**src/rtl/input_csr_pkg.sv**
```systemverilog
// Shared constants and types for the input_csr receive-side CSR block.
// The optional byte counter is enabled with the INPUT_CSR_STATS_EN macro.
package input_csr_pkg;

  localparam logic [11:0] DEF_STAT_ADDR  = 12'hFF0;
  localparam logic [11:0] DEF_DATA_ADDR  = 12'hFF1;
  localparam logic [11:0] DEF_COUNT_ADDR = 12'hFF2;

  localparam int STAT_EMPTY_BIT = 63;
  localparam int STAT_FULL_BIT  = 62;
  localparam int DATA_VALID_BIT = 63;
  localparam int FLUSH_BIT      = 0;
  localparam int COUNT_WIDTH    = 32;

  typedef enum logic [1:0] {
    SEL_NONE,
    SEL_STAT,
    SEL_DATA,
    SEL_COUNT
  } csr_sel_e;

endpackage

```
**src/rtl/csr_fifo.sv**
```systemverilog
// Generic synchronous FIFO with push/pop/flush controls and occupancy output.
// Head data is presented combinationally from the read pointer.
module csr_fifo #(
  parameter int WIDTH      = 8,
  parameter int DEPTH_LOG2 = 4
) (
  input  logic                  clk_i,
  input  logic                  reset_i,
  input  logic                  i_push,
  input  logic [WIDTH-1:0]      i_data,
  input  logic                  i_pop,
  input  logic                  i_flush,
  output logic [WIDTH-1:0]      o_head,
  output logic                  o_empty,
  output logic                  o_full,
  output logic [DEPTH_LOG2:0]   o_count
);

  localparam int DEPTH = 1 << DEPTH_LOG2;
  localparam logic [DEPTH_LOG2:0] FULL_COUNT = (DEPTH_LOG2 + 1)'(DEPTH);

  logic [WIDTH-1:0]      r_mem [DEPTH];
  logic [DEPTH_LOG2-1:0] r_wrPtr;
  logic [DEPTH_LOG2-1:0] r_rdPtr;
  logic [DEPTH_LOG2:0]   r_count;
  logic                  w_doPush;
  logic                  w_doPop;

  assign o_empty  = (r_count == '0);
  assign o_full   = (r_count == FULL_COUNT);
  assign o_count  = r_count;
  assign o_head   = r_mem[r_rdPtr];
  assign w_doPush = i_push & ~o_full;
  assign w_doPop  = i_pop & ~o_empty;

  // Flush dominates any push/pop issued in the same cycle.
  always_ff @(posedge clk_i) begin
    if (reset_i || i_flush) begin
      r_wrPtr <= '0;
      r_rdPtr <= '0;
      r_count <= '0;
    end else begin
      if (w_doPush) r_wrPtr <= r_wrPtr + 1'b1;
      if (w_doPop)  r_rdPtr <= r_rdPtr + 1'b1;
      case ({w_doPush, w_doPop})
        2'b10:   r_count <= r_count + 1'b1;
        2'b01:   r_count <= r_count - 1'b1;
        default: r_count <= r_count;
      endcase
    end
  end

  always_ff @(posedge clk_i) begin
    if (w_doPush) r_mem[r_wrPtr] <= i_data;
  end

endmodule

```
**src/rtl/input_csr.sv**
```systemverilog
// Receive-side CSR responder: producer bytes enter a FIFO drained via the DATA CSR.
// Define INPUT_CSR_STATS_EN to add the accepted-byte counter at COUNT_ADDR.
module input_csr
  import input_csr_pkg::*;
#(
  parameter int          DEPTH_LOG2 = 4,
  parameter logic [11:0] STAT_ADDR  = DEF_STAT_ADDR,
  parameter logic [11:0] DATA_ADDR  = DEF_DATA_ADDR,
  parameter logic [11:0] COUNT_ADDR = DEF_COUNT_ADDR
) (
  input  logic        clk_i,
  input  logic        reset_i,
  input  logic [11:0] cadr_i,
  input  logic        coe_i,
  input  logic        cwe_i,
  input  logic [63:0] cdat_i,
  output logic [63:0] cdat_o,
  output logic        cvalid_o,
  input  logic [7:0]  rx_dat_i,
  input  logic        rx_stb_i,
  output logic        rx_ack_o
);

`ifdef INPUT_CSR_STATS_EN
  localparam bit STATS_EN = 1'b1;
`else
  localparam bit STATS_EN = 1'b0;
`endif

  csr_sel_e                     w_sel;
  logic [7:0]                   w_head;
  logic                         w_fifoEmpty;
  logic                         w_fifoFull;
  logic [DEPTH_LOG2:0]          w_fifoCount;
  logic                         w_empty;
  logic                         w_full;
  logic [DEPTH_LOG2:0]          w_occ;
  logic                         w_pop;
  logic                         w_flush;
  logic [COUNT_WIDTH-1:0]       w_countValue;
  logic                         w_unusedWriteBits;

  always_comb begin
    w_sel = SEL_NONE;
    if (cadr_i == STAT_ADDR)                  w_sel = SEL_STAT;
    else if (cadr_i == DATA_ADDR)             w_sel = SEL_DATA;
    else if (STATS_EN && cadr_i == COUNT_ADDR) w_sel = SEL_COUNT;
  end

  // While reset is held the FIFO is presented as empty even before the edge clears it.
  assign w_empty  = w_fifoEmpty | reset_i;
  assign w_full   = w_fifoFull & ~reset_i;
  assign w_occ    = reset_i ? '0 : w_fifoCount;

  assign cvalid_o = (w_sel != SEL_NONE);
  assign rx_ack_o = rx_stb_i & ~w_full & ~reset_i;
  assign w_pop    = coe_i & (w_sel == SEL_DATA) & ~w_empty;
  assign w_flush  = cwe_i & (w_sel == SEL_STAT) & cdat_i[FLUSH_BIT];
  assign w_unusedWriteBits = ^cdat_i[63:1];

  csr_fifo #(
    .WIDTH      (8),
    .DEPTH_LOG2 (DEPTH_LOG2)
  ) u_fifo (
    .clk_i   (clk_i),
    .reset_i (reset_i),
    .i_push  (rx_ack_o),
    .i_data  (rx_dat_i),
    .i_pop   (w_pop),
    .i_flush (w_flush),
    .o_head  (w_head),
    .o_empty (w_fifoEmpty),
    .o_full  (w_fifoFull),
    .o_count (w_fifoCount)
  );

`ifdef INPUT_CSR_STATS_EN
  logic [COUNT_WIDTH-1:0] r_byteCount;

  // A write to the counter address clears it, even if a byte is accepted that cycle.
  always_ff @(posedge clk_i) begin
    if (reset_i)                          r_byteCount <= '0;
    else if (cwe_i && w_sel == SEL_COUNT) r_byteCount <= '0;
    else if (rx_ack_o)                    r_byteCount <= r_byteCount + 1'b1;
  end

  assign w_countValue = reset_i ? '0 : r_byteCount;
`else
  assign w_countValue = '0;
`endif

  always_comb begin
    cdat_o = '0;
    case (w_sel)
      SEL_STAT: begin
        cdat_o[STAT_EMPTY_BIT] = w_empty;
        cdat_o[STAT_FULL_BIT]  = w_full;
        cdat_o[DEPTH_LOG2:0]   = w_occ;
      end
      SEL_DATA: begin
        cdat_o[DATA_VALID_BIT] = ~w_empty;
        cdat_o[7:0]            = w_empty ? 8'h00 : w_head;
      end
      SEL_COUNT: cdat_o[COUNT_WIDTH-1:0] = w_countValue;
      default:   cdat_o = '0;
    endcase
  end

endmodule

```
**config.mk**
```make
export PLATFORM = sky130hd
export DESIGN_NAME = input_csr
export DESIGN_NICKNAME = d
export VERILOG_FILES = /design/src/rtl/input_csr_pkg.sv /design/src/rtl/csr_fifo.sv /design/src/rtl/input_csr.sv
export SDC_FILE = /design/constraint.sdc
export NUM_CORES = 1
export LEC_CHECK = 0
export ABC_AREA = 1
export ABC_CLOCK_PERIOD_IN_PS = 2500
export CAP_MARGIN = 15
export CORE_AREA = 2 2 120 122
export CTS_CLUSTER_SIZE = 28
export DETAILED_ROUTE_END_ITERATION = 8
export DIE_AREA = 0 0 122 124
export DONT_BUFFER_PORTS = 1
export PLACE_DENSITY_LB_ADDON = 0.15
export SLEW_MARGIN = 20
export SYNTH_ARGS = -nofsm -noshare
export SYNTH_HDL_FRONTEND = slang
export SYNTH_HIERARCHICAL = 1
export SYNTH_SLANG_ARGS = --single-unit
```
**constraint.sdc**
```tcl
create_clock -name clk_i -period 2.5 [get_ports clk_i]
set_clock_uncertainty 0.2 [all_clocks]
set_input_delay 0.5 -clock clk_i [delete_from_list [all_inputs] [get_ports clk_i]]
set_output_delay 0.5 -clock clk_i [all_outputs]
set_load 0.05 [all_outputs]
```
==> results of run 1 <==
worst paths after layout:
path         slack (ns)              start                  end  cells after the start
max               -0.31          flip-flop            cdat_o[6]                      9
min                0.26            reset_i    u_fifo/o_count[2]                      5
max reg2reg        0.19  u_fifo/o_count[4]  u_fifo/r_mem[13][1]                     12
min reg2reg        0.38  u_fifo/o_count[4]    u_fifo/o_count[4]                      4
area by class of cell:
cell class,count,area share
tap,180,0.0271
clock inverter,14,0.0205
clock buffer,18,0.0516
sequential,145,0.504
multi-input combinational,346,0.265
inverter,65,0.0304
timing repair buffer,76,0.100
per-stage QoR:
step	TNS (ns)	util	worst slack [ns]	hold slack, ns	power, W
3_5_place_dp	-0.00106	0.537	-0.00106	0.361	0.00306
3_3_place_gp	0	0.537	0.0401	0.318	0.00306
4_1_cts	-2.31	0.596	-0.326	0.248	0.00567
2_1_floorplan	-0.00228	-	-0.00228	0.289	0.00308
5_1_grt	-2.75	0.606	-0.389	0.272	0.00580
6_report	-2.05	0.606	-0.313	0.259	0.00565
logic make-up (layout without fill, tap and decap cells):
kind of cell / count (synthesis) / after routing / share of synthesized area
xor gates and xnor gates: 5 / 5 / 0.00750
DFF: 145 / 145 / 0.611
AOI/OAI and AO/OA: 117 / 117 / 0.102
and+or+nand+nor: 130 / 130 / 0.104
other: 1 / 54 / 0.000548
muxes: 32 / 32 / 0.0468
adders and majority gates: 8 / 8 / 0.0146
buffers and inverters: 142 / 173 / 0.112
sequential cells by signal, summed over array words and instances (netlist names), named ones only:
name            cells
u_fifo/r_mem      128
u_fifo/r_wrPtr      4
u_fifo/o_count      5
u_fifo/r_rdPtr      4
power breakdown:
group	internal, W	total (W)	switching, W
logic	0.0000695	0.000392	0.000322
clock network	0.00164	0.00259	0.000948
registers	0.00266	0.00267	0.0000108
cells in the mapped netlist (4+ instances only):
master / number / area, um2
nand2_4: 5 / 56.3
buf_2: 5 / 25.0
inv_1: 62 / 233
o21ai_0: 40 / 200
o211ai_1: 32 / 240
nand3_1: 24 / 120
a21oi_1: 36 / 180
buf_4: 56 / 420
edfxtp_1: 128 / 3840
nor2_1: 28 / 105
nand2_2: 4 / 25.0
nor2_4: 4 / 45.0
nand2_1: 35 / 131
mux2i_1: 32 / 320
dfxtp_1: 17 / 340
nor2_2: 8 / 50.1
clkbuf_1: 13 / 48.8
nor3b_1: 7 / 52.6
ha_1: 8 / 100
routing by layer:
layer | GRT usage | part of all wire
met3 | 0.0385 | 0.042
met5 | 0 | 0
met4 | 0.0934 | 0.020
met2 | 0.356 | 0.51
met1 | 0.271 | 0.43
worst reg2reg max path: stages, from the launching register on:
cell	delay, ns
dfxtp_1	0.31
buf_4	0.14
nand3_2	0.09
inv_1	0.04
inv_1	0.08
nand2_1	0.09
nor2_4	0.14
nand2_4	0.07
buf_4	0.18
inv_1	0.14
nand2_1	0.15
nor2_1	0.16
buf_4	0.22
what timing repair did:
action,CTS,global route
endpoints found under the hold margin,128,0
hold buffers,8,0
setup buffers,3,6
setup endpoints to repair,8,11
pin swaps,15,24
resized for setup,23,30
cloned,2,1
==> results.yml, run 1 <==
clock_tree:
  cts.clk_slew.worst_paths_ns: 0.06
  cts.htree.levels: 4
  cts_buffers: 17
  clk_latency_ns: 0.42
  clockBufferDepth: 2
  cts.sinks: 145
  root_buffer: "clkbuf_16"
  cts_tree: "built"
routing:
  viasPerCell: 5.19
  drt-initial-drc-count: 463
  via_count: 4377
  postRouteAntennaNets: 0
  drc: 0
  routed_wl_mm: 15.2
  routedWlPerCell_um: 18.0
  drt-pass1-iter-count: 5
worst_setup_path:
  path_delay_family: "buffers and inverters"
  crit_arrival_ns: 2.11
  critPathMaxStageDelay_ns: 0.46
  cpMostUsedCell: "buf_12"
  critical_path_class: "reg -> out"
  slowest_stage: "dfxtp_4"
  cp_max_fo: 7
  worstPathBufferInverterCount: 4
  critPathRequiredTime_ns: 1.80
  cp-start-kind: "flip-flop"
  crit_chain: "buf_12, buf_8, mux2i_1, o21ai_1, o211ai_1, nand2_1, inv_2, nor2_4, buf_12"
  end_kind: "output pin"
pwr:
  vdd_drop_max_v: 0.000407
  power_leakage_nw: 3.13
  p_per_area_nw_per_um2: 680
sta:
  fmax_mhz: 356
  maxSlewViolCount: 0
  rsz0062_at_grt: "yes"
  hold_viol: 0
  finalCriticalPeriod_ns: 2.81
  finalSetupViolations: 8
  worst_pin_slew_ns: 0.647
  relSlewSlack: 0.567
  setup_ws_ns: -0.313
  timing.final.crit_share: 1.13
floorplanning:
  top_level_ports: 155
  die_area_um2: 15100
  die_width_um: 122
  die_h_um: 124
  start_util: 0.499
  rows: 43
  core_um2: 13700
yosys:
  synth-seq-area-share: 0.611
  yosys_warnings: 6
  yosys_register_bits: 145
  synth_area_um2: 6840
  avgSynthCellArea_um2: 11.8
  synth_edf_count: 128
  netlist_instances: 580
  ys.flop_type: "edfxtp_1"
  synth_async_sr_flop_share: 0
  synth_cell_types: 40
cells_and_area:
  antenna_cells: 0
  layout-drive-gt1-share: 0.238
  fill_cells: 1103
  area_growth_pct: 21.4
  final_common_cell: "edfxtp_1"
  fin_area_um2: 8310
  multi_input_area_um2: 2210
  nNetsFinal: 748
  mostFrequentLayoutCells: "128 x edfxtp_1, 58 x inv_1, 54 x conb_1"
  layoutNonFillerInstCount: 844
  seqCellArea_um2: 4190
worst_hold_path:
  min_path_type: "in -> reg"
run_status:
  outcome: "finished with violations"
  violations: "negative setup slack"
place:
  gp_congestion: 0.787
  dp_hpwl_mm: 9.72
  dp.cells: 793
  placed_area_um2: 7370
  io_buffers: 0
grt:
  grt_max_degree: 33
  grt_first_pass_wirelength_mm: 23.2
  first_global_vias: 4131
  antenna_found_initial: 0
  grt.total_usage: 0.212
  grt_remaining_overflow: 0
job:
  maxCapViolCount: 0
Power figures use the tool's default switching activity.
==> run 2, diff against run 1 <==
GPL_TIMING_DRIVEN = 0   (was unset)
==> run 2 against run 1 <==
The run still ends with negative setup slack left. Design area grew 5.0%. Wire length grew 6.2%. Global-route usage grew 1.2 points. Count of clock-buffer cells in the layout shrank 1. Largest cell class unchanged.
==> results.yml, run 2 (synthesized netlist as in run 1, its figures left out) <==
floorplanning:
  rows: 43
  core_um2: 13700
  start_util: 0.499
  die_h_um: 124
  die_width_um: 122
  top_level_ports: 155
  die_area_um2: 15100
worst_hold_path:
  min_path_type: "in -> reg"
  hold_start: "coe_i"
grt:
  grt_max_degree: 17
  grt_remaining_overflow: 0
  grt_first_pass_wirelength_mm: 24.0
  antenna_found_initial: 0
  first_global_vias: 4162
  grt.total_usage: 0.224
place:
  dp_slack_ns: -0.519
  io_buffers: 0
  gp_congestion: 0.913
  dp.cells: 813
  dp_hpwl_mm: 10.9
pwr:
  seq_power_share: 0.465
  vdd_drop_max_v: 0.000378
  clkPwrFrac: 0.450
  power.switching_w: 0.00138
  swShare: 0.240
  power_leakage_nw: 3.34
  internal-power_w: 0.00437
  power.share.combinational: 0.085
  p_per_area_nw_per_um2: 658
cells_and_area:
  nNetsFinal: 782
  area_growth_pct: 27.6
  top_register: "u_fifo/r_mem"
  largest_register_ffs: 128
  multi_input_area_um2: 2470
  mostFrequentLayoutCells: "128 x edfxtp_1, 79 x buf_4, 54 x inv_1, 54 x conb_1, 32 x o211ai_1"
  layoutNonFillerInstCount: 878
  seqCellArea_um2: 4210
  fill_cells: 1090
  antenna_cells: 0
  final_common_cell: "edfxtp_1"
  layout-drive-gt1-share: 0.335
clock_tree:
  root_buffer: "clkbuf_16"
  cts_buffers: 17
  cts.clk_slew.worst_paths_ns: 0.06
  cts.sinks: 145
  cts_tree: "built"
  clockBufferDepth: 2
  cts.htree.levels: 4
  clk_latency_ns: 0.43
worst_setup_path:
  crit_arrival_ns: 2.13
  slowest_stage: "dfxtp_4"
  worstPathBufferInverterCount: 2
  critPathMaxStageDelay_ns: 0.37
  cp-start-kind: "flip-flop"
  critPathRequiredTime_ns: 1.80
  end_kind: "output pin"
  r2r_start: "u_fifo/o_count[3]"
  path_delay_family: "compound AO/OA/AOI/OAI gates"
  cp_max_fo: 7
  crit_chain: "buf_12, buf_12, mux2i_2, o211ai_1, o211ai_1, nand2_1, nand3_2, nand2_4"
  critical_path_class: "reg -> out"
routing:
  routedWlPerCell_um: 18.4
  via_count: 4470
  drt-pass1-iter-count: 6
  drc: 0
  viasPerCell: 5.09
  routed_wl_mm: 16.2
  drt-initial-drc-count: 321
  postRouteAntennaNets: 0
sta:
  maxSlewViolCount: 0
  finalSetupViolations: 8
  relSlewSlack: 0.320
  fmax_mhz: 353
  hold_viol: 0
  rsz0062_at_grt: "yes"
  finalCriticalPeriod_ns: 2.83
  setup_ws_ns: -0.333
  worst_pin_slew_ns: 1.02
  timing.setup.tns_ns: -2.18
  timing.final.crit_share: 1.13
run_status:
  outcome: "finished with violations"
  violations: "negative setup slack"
job:
  maxCapViolCount: 0
==> run 2: cell count changes in the layout (fill, tap and decap cells not counted), sizes merged <==
cell      before  now
buf           66   92
inv           64   66
bufinv         4    3
bufbuf         1    0
clkbuf        19   27
clkinv         8    7
clkinvlp       3    4
==> run 2: power groups by stage <==
stage                     clock network (W)  logic (W)  registers, W
after global routing                0.00272   0.000521       0.00267
after floorplan                           0   0.000353       0.00272
after global placement                    0   0.000376       0.00273
after detailed placement                  0   0.000379       0.00273
after CTS                           0.00262   0.000468       0.00267
final                               0.00259   0.000488       0.00267
==> run 2: path summary, 6_finish.rpt <==
kind | slack, ns | endpoint | cells past startpoint
max reg2reg | 0.05 | u_fifo/o_count[2] | 15
max | -0.33 | cdat_o[3] | 8
min reg2reg | 0.35 | u_fifo/r_wrPtr[0] | 2
min | 0.27 | u_fifo/r_rdPtr[1] | 4
==> run 2: final cells by class <==
cell class,instances,share of cell area
clock inverter,15,0.0212
buffer,76,0.0687
inverter,65,0.0295
clock buffer,17,0.0487
multi-input combinational,346,0.283
tap,180,0.0258
sequential,145,0.482
timing repair buffer,34,0.0410
==> run 2: worst reg2reg max path, delay by kind of cell, from the launching register on <==
family / cells / cell delay (ns)
flops: 1 / 0.39
compound gates: 1 / 0.15
xor+xnor: 2 / 0.30
buf+inv: 4 / 0.20
fa+ha+maj: 2 / 0.39
simple gates: 6 / 0.71
==> run 2: timing repair <==
item | in CTS | in global routing
pin swaps | 39 | 37
endpoints found under the hold margin | 128 | 0
setup buffers | 17 | 8
gates resized for setup | 111 | 65
hold buffers | 8 | 0
gates cloned | 1 | 0
endpoints found under the setup margin | 142 | 87
==> run 2: per-stage QoR <==
stage / total power, W / area, um2 / hold WS [ns] / util
floorplan: 0.00308 / 7070 / 0.289 / -
global placement: 0.00310 / 7300 / 0.316 / 0.532
detailed placement: 0.00311 / 7300 / 0.322 / 0.532
CTS: 0.00576 / 8510 / 0.241 / 0.620
global route: 0.00591 / 8730 / 0.274 / 0.636
finish: 0.00575 / 8730 / 0.268 / 0.636
==> run 2: per-layer routing <==
layer / up-vias / track usage / part of all wire
li1: 2159 / - / -
met1: 2123 / 0.293 / 0.44
met2: 153 / 0.350 / 0.47
met3: 35 / 0.0568 / 0.058
met4: 0 / 0.110 / 0.034
met5: - / 0 / 0
